<file path="src/rtl/frogger_game_fsm_if.sv">
// rtl/frogger_game_fsm_if.sv - game sequencer signal bundle between datapath and frogger_game_fsm
interface frogger_game_fsm_if;
  logic       i_Frame_Tick;
  logic       i_Game_Start;
  logic       i_Collided;
  logic [5:0] i_Frogger_Y;
  logic [1:0] o_State;
  logic       o_Game_Active;
  logic       o_Frog_Reset;
  logic [1:0] o_Lives;
  logic [6:0] o_Score;
  logic       o_Game_Over;
  logic       o_Invuln;

  modport master (
    output i_Frame_Tick, i_Game_Start, i_Collided, i_Frogger_Y,
    input  o_State, o_Game_Active, o_Frog_Reset, o_Lives, o_Score, o_Game_Over, o_Invuln
  );

  modport slave (
    input  i_Frame_Tick, i_Game_Start, i_Collided, i_Frogger_Y,
    output o_State, o_Game_Active, o_Frog_Reset, o_Lives, o_Score, o_Game_Over, o_Invuln
  );
endinterface

</file>
<file path="src/rtl/frogger_game_fsm.sv">
// rtl/frogger_game_fsm.sv - Frogger game sequencer: state, lives, score, grace period and respawn pulse
module frogger_game_fsm #(
  parameter int c_LIVES        = 3,
  parameter int c_GOAL_ROW     = 0,
  parameter int c_WIN_SCORE    = 5,
  parameter int c_GRACE_FRAMES = 60,
  parameter int c_HOLD_FRAMES  = 180
) (
  input  logic               i_Clk,
  input  logic               i_Rst_n,
  frogger_game_fsm_if.slave  bus
);

  typedef enum logic [1:0] {
    ST_IDLE    = 2'b00,
    ST_RUNNING = 2'b01,
    ST_P1_WINS = 2'b10,
    ST_CLEANUP = 2'b11
  } state_e;

  localparam logic [1:0] LIVES_INIT = 2'(c_LIVES);
  localparam logic [5:0] GOAL_ROW   = 6'(c_GOAL_ROW);
  localparam logic [6:0] WIN_SCORE  = 7'(c_WIN_SCORE);
  localparam logic [6:0] SCORE_MAX  = 7'd99;
  localparam logic [7:0] GRACE_INIT = 8'(c_GRACE_FRAMES);
  localparam logic [7:0] HOLD_INIT  = 8'(c_HOLD_FRAMES);

  state_e     state_q, state_d;
  logic [1:0] lives_q, lives_d;
  logic [6:0] score_q, score_d;
  logic       game_over_q, game_over_d;
  logic       invuln_q, invuln_d;
  logic       frog_reset_q, frog_reset_d;
  logic       game_active_q, game_active_d;
  logic [7:0] grace_q, grace_d;
  logic [7:0] hold_q, hold_d;
  logic       start_prev_q, start_prev_d;
  logic       coll_prev_q, coll_prev_d;
  logic       goal_prev_q, goal_prev_d;

  logic       goal_now;
  logic       start_rise;
  logic       coll_rise;
  logic       goal_rise;
  logic [6:0] score_inc;

  assign goal_now   = (bus.i_Frogger_Y == GOAL_ROW);
  assign start_rise = bus.i_Game_Start & ~start_prev_q;
  assign coll_rise  = bus.i_Collided & ~coll_prev_q;
  assign goal_rise  = goal_now & ~goal_prev_q;
  assign score_inc  = (score_q >= SCORE_MAX) ? SCORE_MAX : score_q + 7'd1;

  always_comb begin
    state_d       = state_q;
    lives_d       = lives_q;
    score_d       = score_q;
    game_over_d   = game_over_q;
    invuln_d      = invuln_q;
    frog_reset_d  = 1'b0;
    grace_d       = grace_q;
    hold_d        = hold_q;
    start_prev_d  = bus.i_Game_Start;
    coll_prev_d   = bus.i_Collided;
    goal_prev_d   = goal_now;

    // Grace runs on frames regardless of state; CLEANUP and new hits override it below.
    if (invuln_q && bus.i_Frame_Tick) begin
      grace_d = grace_q - 8'd1;
      if (grace_q <= 8'd1) begin
        invuln_d = 1'b0;
      end
    end

    case (state_q)
      ST_IDLE: begin
        if (start_rise) begin
          state_d      = ST_RUNNING;
          lives_d      = LIVES_INIT;
          score_d      = 7'd0;
          game_over_d  = 1'b0;
          invuln_d     = 1'b0;
          grace_d      = 8'd0;
          frog_reset_d = 1'b1;
        end
      end
      ST_RUNNING: begin
        if (coll_rise && !invuln_q) begin
          frog_reset_d = 1'b1;
          if (lives_q != 2'd0) begin
            lives_d = lives_q - 2'd1;
          end
          if (lives_q <= 2'd1) begin
            game_over_d = 1'b1;
            state_d     = ST_CLEANUP;
            invuln_d    = 1'b0;
            grace_d     = 8'd0;
          end else begin
            invuln_d = 1'b1;
            grace_d  = GRACE_INIT;
          end
        end else if (goal_rise) begin
          score_d      = score_inc;
          frog_reset_d = 1'b1;
          if (score_inc == WIN_SCORE) begin
            state_d = ST_P1_WINS;
            hold_d  = HOLD_INIT;
          end
        end
      end
      ST_P1_WINS: begin
        if (bus.i_Frame_Tick) begin
          if (hold_q <= 8'd1) begin
            hold_d  = 8'd0;
            state_d = ST_CLEANUP;
          end else begin
            hold_d = hold_q - 8'd1;
          end
        end
      end
      ST_CLEANUP: begin
        frog_reset_d = 1'b1;
        lives_d      = LIVES_INIT;
        invuln_d     = 1'b0;
        grace_d      = 8'd0;
        state_d      = ST_IDLE;
      end
      default: begin
        state_d = ST_IDLE;
      end
    endcase

    game_active_d = (state_d == ST_RUNNING);
  end

  always_ff @(posedge i_Clk) begin
    if (!i_Rst_n) begin
      state_q       <= ST_IDLE;
      lives_q       <= LIVES_INIT;
      score_q       <= 7'd0;
      game_over_q   <= 1'b0;
      invuln_q      <= 1'b0;
      frog_reset_q  <= 1'b0;
      game_active_q <= 1'b0;
      grace_q       <= 8'd0;
      hold_q        <= 8'd0;
      start_prev_q  <= 1'b0;
      coll_prev_q   <= 1'b0;
      goal_prev_q   <= 1'b0;
    end else begin
      state_q       <= state_d;
      lives_q       <= lives_d;
      score_q       <= score_d;
      game_over_q   <= game_over_d;
      invuln_q      <= invuln_d;
      frog_reset_q  <= frog_reset_d;
      game_active_q <= game_active_d;
      grace_q       <= grace_d;
      hold_q        <= hold_d;
      start_prev_q  <= start_prev_d;
      coll_prev_q   <= coll_prev_d;
      goal_prev_q   <= goal_prev_d;
    end
  end

  assign bus.o_State       = state_q;
  assign bus.o_Game_Active = game_active_q;
  assign bus.o_Frog_Reset  = frog_reset_q;
  assign bus.o_Lives       = lives_q;
  assign bus.o_Score       = score_q;
  assign bus.o_Game_Over   = game_over_q;
  assign bus.o_Invuln      = invuln_q;

endmodule
</file>
<file path="src/flat_wrapper.sv">
// flat-port wrapper written by rule: the top's interface ports become plain ports
module frogger_game_fsm_flat 
#(
  parameter int c_LIVES        = 3,
  parameter int c_GOAL_ROW     = 0,
  parameter int c_WIN_SCORE    = 5,
  parameter int c_GRACE_FRAMES = 60,
  parameter int c_HOLD_FRAMES  = 180
)
  (i_Clk, i_Rst_n, bus_i_Frame_Tick, bus_i_Game_Start, bus_i_Collided, bus_i_Frogger_Y, bus_o_State, bus_o_Game_Active, bus_o_Frog_Reset, bus_o_Lives, bus_o_Score, bus_o_Game_Over, bus_o_Invuln);
  frogger_game_fsm_if bus_i ();
  input  logic i_Clk;
  input  logic i_Rst_n;
  input wire logic [$bits(bus_i.i_Frame_Tick)-1:0] bus_i_Frame_Tick;
  input wire logic [$bits(bus_i.i_Game_Start)-1:0] bus_i_Game_Start;
  input wire logic [$bits(bus_i.i_Collided)-1:0] bus_i_Collided;
  input wire logic [$bits(bus_i.i_Frogger_Y)-1:0] bus_i_Frogger_Y;
  output wire logic [$bits(bus_i.o_State)-1:0] bus_o_State;
  output wire logic [$bits(bus_i.o_Game_Active)-1:0] bus_o_Game_Active;
  output wire logic [$bits(bus_i.o_Frog_Reset)-1:0] bus_o_Frog_Reset;
  output wire logic [$bits(bus_i.o_Lives)-1:0] bus_o_Lives;
  output wire logic [$bits(bus_i.o_Score)-1:0] bus_o_Score;
  output wire logic [$bits(bus_i.o_Game_Over)-1:0] bus_o_Game_Over;
  output wire logic [$bits(bus_i.o_Invuln)-1:0] bus_o_Invuln;
  assign bus_i.i_Frame_Tick = bus_i_Frame_Tick;
  assign bus_i.i_Game_Start = bus_i_Game_Start;
  assign bus_i.i_Collided = bus_i_Collided;
  assign bus_i.i_Frogger_Y = bus_i_Frogger_Y;
  assign bus_o_State = bus_i.o_State;
  assign bus_o_Game_Active = bus_i.o_Game_Active;
  assign bus_o_Frog_Reset = bus_i.o_Frog_Reset;
  assign bus_o_Lives = bus_i.o_Lives;
  assign bus_o_Score = bus_i.o_Score;
  assign bus_o_Game_Over = bus_i.o_Game_Over;
  assign bus_o_Invuln = bus_i.o_Invuln;
  frogger_game_fsm #(.c_LIVES(c_LIVES), .c_GOAL_ROW(c_GOAL_ROW), .c_WIN_SCORE(c_WIN_SCORE), .c_GRACE_FRAMES(c_GRACE_FRAMES), .c_HOLD_FRAMES(c_HOLD_FRAMES)) u_core (.i_Clk(i_Clk), .i_Rst_n(i_Rst_n), .bus(bus_i));
endmodule
</file>
<file path="config.mk">
export PLATFORM = sky130hd
export DESIGN_NAME = frogger_game_fsm_flat
export DESIGN_NICKNAME = d
export VERILOG_FILES = /design/src/rtl/frogger_game_fsm_if.sv /design/src/rtl/frogger_game_fsm.sv /design/src/flat_wrapper.sv
export SDC_FILE = /design/constraint.sdc
export NUM_CORES = 1
export LEC_CHECK = 0
export ABC_AREA = 1
export BUFFER_PORTS_ARGS = -buffer_cell sky130_fd_sc_hd__buf_2
export CORE_MARGIN = 3
export CORE_UTILIZATION = 55
export CTS_CLUSTER_DIAMETER = 40
export DETAILED_ROUTE_END_ITERATION = 10
export PLACE_DENSITY = 0.76
export SLEW_MARGIN = 20
export SYNTH_ARGS = -nofsm -noshare
export SYNTH_HDL_FRONTEND = slang
export SYNTH_SLANG_ARGS = --single-unit
</file>
<file path="constraint.sdc">
create_clock -name i_Clk -period 1.8 [get_ports i_Clk]
set_input_delay 0.36 -clock i_Clk [delete_from_list [all_inputs] [get_ports i_Clk]]
set_output_delay 0.36 -clock i_Clk [all_outputs]
set_load 0.1 [all_outputs]
</file>
==> impl_metrics.tcl <==
set metrics [dict create \
    first_element_of_the_critical_path "u_core.bus.o_Score[0]" \
    regToRegStartpoint "u_core.bus.o_Score[0]" \
    syn-num-nets 319 \
    clock_sinks 34 \
    worst_hold_path_type "in2reg" \
    drcViolationCount 0 \
    critical_path.slowest_cell "dfxtp_4" \
    worst_pin_slew_ps 486 \
    cts_tree "built" \
    grt_max_degree 15 \
    area.sequential_um2 703 \
    grt_antenna_before_repair 0 \
    layout.filler_cells 308 \
    numCtsBuffers 5 \
    clock.fmax_mhz 607 \
    timing.critical_path.from_type "flip-flop" \
    slew_violations 0 \
    antenna-diode-count 0 \
    cell_internal_power_uw 1170 \
    final_cells 382 \
    synth-async-reset-ratio 0 \
    placed_cells 374 \
    detail_route.vias_per_cell 4.97 \
    whs_path_depth 3 \
    crit_path_max_fanout 11 \
    ys_types 33 \
    1st_pass_router_iterations 4 \
    design.die.area_um2 4440 \
    critPathMaxStageDelay_ps 370 \
    p_clk_frac 0.339 \
    cts_max_level 2 \
    portion_of_the_post_synthesis_area_used_by_sequential_elements 0.336 \
    endpoint_kind "flip-flop" \
    power.share.switching 0.323 \
    layout.nets 353 \
    timing_hold_violations_final 0 \
    synth_area_um2 2020 \
    detail-route-antenna-nets 0 \
    timing.reg2reg.setup_slack_ps 150 \
    die_h_um 66.7 \
    critPathMostFrequentCell "nand2_2" \
    maxCapViolCount 0 \
    synth_most_common_cell "nand2_1" \
    clk_path_buf_depth 2 \
    standard_cell_row_count 21 \
    seq_power_share 0.462 \
    worst_clock_skew_ps 5.86 \
    globalRouteOverflowTotal 0 \
    synth_warnings 0 \
    root_buffer "clkbuf_8" \
    footprint_of_the_multi_input_gates_um2 1130 \
    rr_worst_depth 11 \
    initial_utilization 0.588 \
    place.port_buffers 25 \
    worst_ep_arrival_time_ps 1830 \
    synth.top_cells.by_area "dfxtp_1, nand2_1, inv_1" \
    yosysTopAreaCell "dfxtp_1" \
    status "finished, final reports clean" \
    postSynth.topFlopCell "dfxtp_1" \
    leakage_uw 0.00110 \
    clock_latency_ps 290 \
    dieWidth_um 66.7 \
    critical_path_class "reg2reg" \
    setup_repair_after_global_routing_missed_its_margin "no" \
    grtUsageTotal 0.216 \
    floorplan.io_pins 26 \
    drt_wl_total_mm 4.23 \
    grt_pass1_vias 1721 \
    vdd.ir_drop.worst_mv 0.456 \
    dr.first_iter.drc_count 97 \
    core_area_um2 3440 \
    finalSetupViolCount 0 \
    finalHoldWorstSlack_ps 268 \
    switchingPower_uw 561 \
    dr_total_vias 1899 \
    worstPathBufferInverterCount 0 \
    cp_top_family "simple AND/OR/NAND/NOR gates" \
    power_per_cell_area_nw_per_um2 740 \
    combinational_share_of_power 0.199 \
    worstSetupEndpoint "u_core.hold_q[7]" \
    synth.top_cells.by_count "nand2_1, inv_1, nor2_1" \
    fin_crit_sh 0.915 \
    post_synth_edffs 0 \
    postSynthAreaPerCell_um2 6.72 \
    critical_path_depth 11 \
    route.detailed.wl_per_inst_um 11.1 \
    critPathRequiredTime_ps 1980 \
    place.gp.congestion 0.909 \
    dp_hpwl_mm 3.18 \
    synthDominantCellAreaShare 0.336 \
    syn_inst 301 \
    worst_r2r_endpoint "u_core.hold_q[7]" \
    period_minus_slack_ps 1650 \
    relSlewSlack 0.678 \
    drive_gt1_frac 0.238 \
    clkTransAtPathRegs_ps 70 \
    synth.ff_latch_count 34 \
    grt_first_pass_wirelength_mm 7.41 \
    area_growth_pct 15.8 \
    crit_path_cell_trace "ha_1 > nor2_2 > nand3_2 > nand2_2 > nand2_2 > nor2_4 > nand3_2 > nand2_4 > nand2_2 > nand2_1 > a21oi_2" \
    fin_setup_tns_ps 0 \
]
power groups by stage:
| stage | clock network (µW) | registers, µW | logic, µW |
|---|---|---|---|
| after floorplan | 0 | 940 | 156 |
| after global placement | 0 | 818 | 340 |
| after detailed placement | 0 | 818 | 343 |
| after CTS | 602 | 801 | 345 |
| after global routing | 632 | 806 | 379 |
| final | 588 | 801 | 344 |
metrics by stage:
| stage | worst slack [ps] | total power [µW] | cell area, µm² | util |
|---|---|---|---|---|
| after floorplan | 26.3 | 1100 | 2050 | - |
| after global placement | 157 | 1160 | 2240 | 0.652 |
| after detailed placement | 110 | 1160 | 2240 | 0.652 |
| after CTS | 90.1 | 1750 | 2330 | 0.678 |
| after global routing | 4.26 | 1820 | 2340 | 0.680 |
| final | 153 | 1730 | 2340 | 0.680 |
how the worst min path moves through the flow:
stage                     slack [ps]                endpoint                   start
after floorplan                  450      u_core.coll_prev_q          bus_i_Collided
after global placement           460  u_core.bus.o_Game_Over  u_core.bus.o_Game_Over
after detailed placement         470  u_core.bus.o_Game_Over  u_core.bus.o_Game_Over
after CTS                        260     u_core.start_prev_q        bus_i_Game_Start
after global routing             270     u_core.start_prev_q        bus_i_Game_Start
final                            270     u_core.start_prev_q        bus_i_Game_Start
cell usage in the layout, fill, tap and decap left out, types with 2 or more instances in the layout:
master | Yosys | final
inv_2 | 3 | 3
ha_1 | 7 | 7
nor2_1 | 42 | 42
or2_2 | 2 | 2
o211ai_1 | 2 | 2
nand2_1 | 72 | 71
nor2_2 | 2 | 2
inv_1 | 46 | 46
xor2_1 | 4 | 4
buf_2 | 0 | 25
nand3_1 | 15 | 15
dfxtp_1 | 34 | 22
dfxtp_4 | 0 | 3
nor2_4 | 3 | 3
dfxtp_2 | 0 | 9
a21oi_2 | 4 | 4
nand2_2 | 5 | 5
buf_4 | 0 | 6
a31oi_1 | 3 | 3
clkbuf_8 | 0 | 6
nand4_1 | 6 | 6
nand3_2 | 6 | 6
nor3_1 | 4 | 4
o21ai_0 | 10 | 10
a21oi_1 | 17 | 17
cell type report:
| cell class | instances | area share |
|---|---|---|
| Clock inverter | 1 | 0.00214 |
| Clock buffer | 7 | 0.0369 |
| Timing Repair Buffer | 31 | 0.0726 |
| Inverter | 50 | 0.0812 |
| Multi-Input combinational cell | 213 | 0.482 |
| Tap cell | 46 | 0.0246 |
| Sequential cell | 34 | 0.300 |
worst min-delay path: cells and delay by family:
kind / cells / cell delay (ps)
buffers and inverters: 2 / 130
and+or+nand+nor: 1 / 40
cell families (layout without fill, tap and decap cells):
kind of cell | Yosys count | count (layout) | synth area share
adders and majority gates | 7 | 7 | 0.0433
buffers and inverters | 54 | 89 | 0.109
and+or+nand+nor | 160 | 160 | 0.367
AOI/OAI and AO/OA | 42 | 42 | 0.127
DFF | 34 | 34 | 0.336
xor gates and xnor gates | 4 | 4 | 0.0173
timing repair:
item / 4_1_cts / 5_1_grt
resized for setup: 0 / 2
setup endpoints to repair: 0 / 6
setup buffers: 0 / 0
hold buffers: 0 / 0
state kept, by name, summed over array words and instances, names as in the netlist:
register / cells
u_core.bus.o_Game_Over: 1
u_core.coll_prev_q: 1
u_core.hold_q: 8
u_core.start_prev_q: 1
u_core.bus.o_Game_Active: 1
u_core.bus.o_Score: 7
u_core.grace_q: 8
u_core.goal_prev_q: 1
u_core.bus.o_Frog_Reset: 1
u_core.bus.o_Invuln: 1
u_core.bus.o_Lives: 2
u_core.bus.o_State: 2
routing by layer:
metal | GRT usage | part of all wire | wire, µm | vias up
li1 | - | - | - | 1025
met1 | 0.265 | 0.47 | 1990 | 827
met2 | 0.371 | 0.47 | 1990 | 40
met3 | 0.0405 | 0.046 | 195 | 7
met4 | 0.0761 | 0.014 | 61 | 0
met5 | 0 | 0 | 0 | -
(Power assumes the default switching activity.)
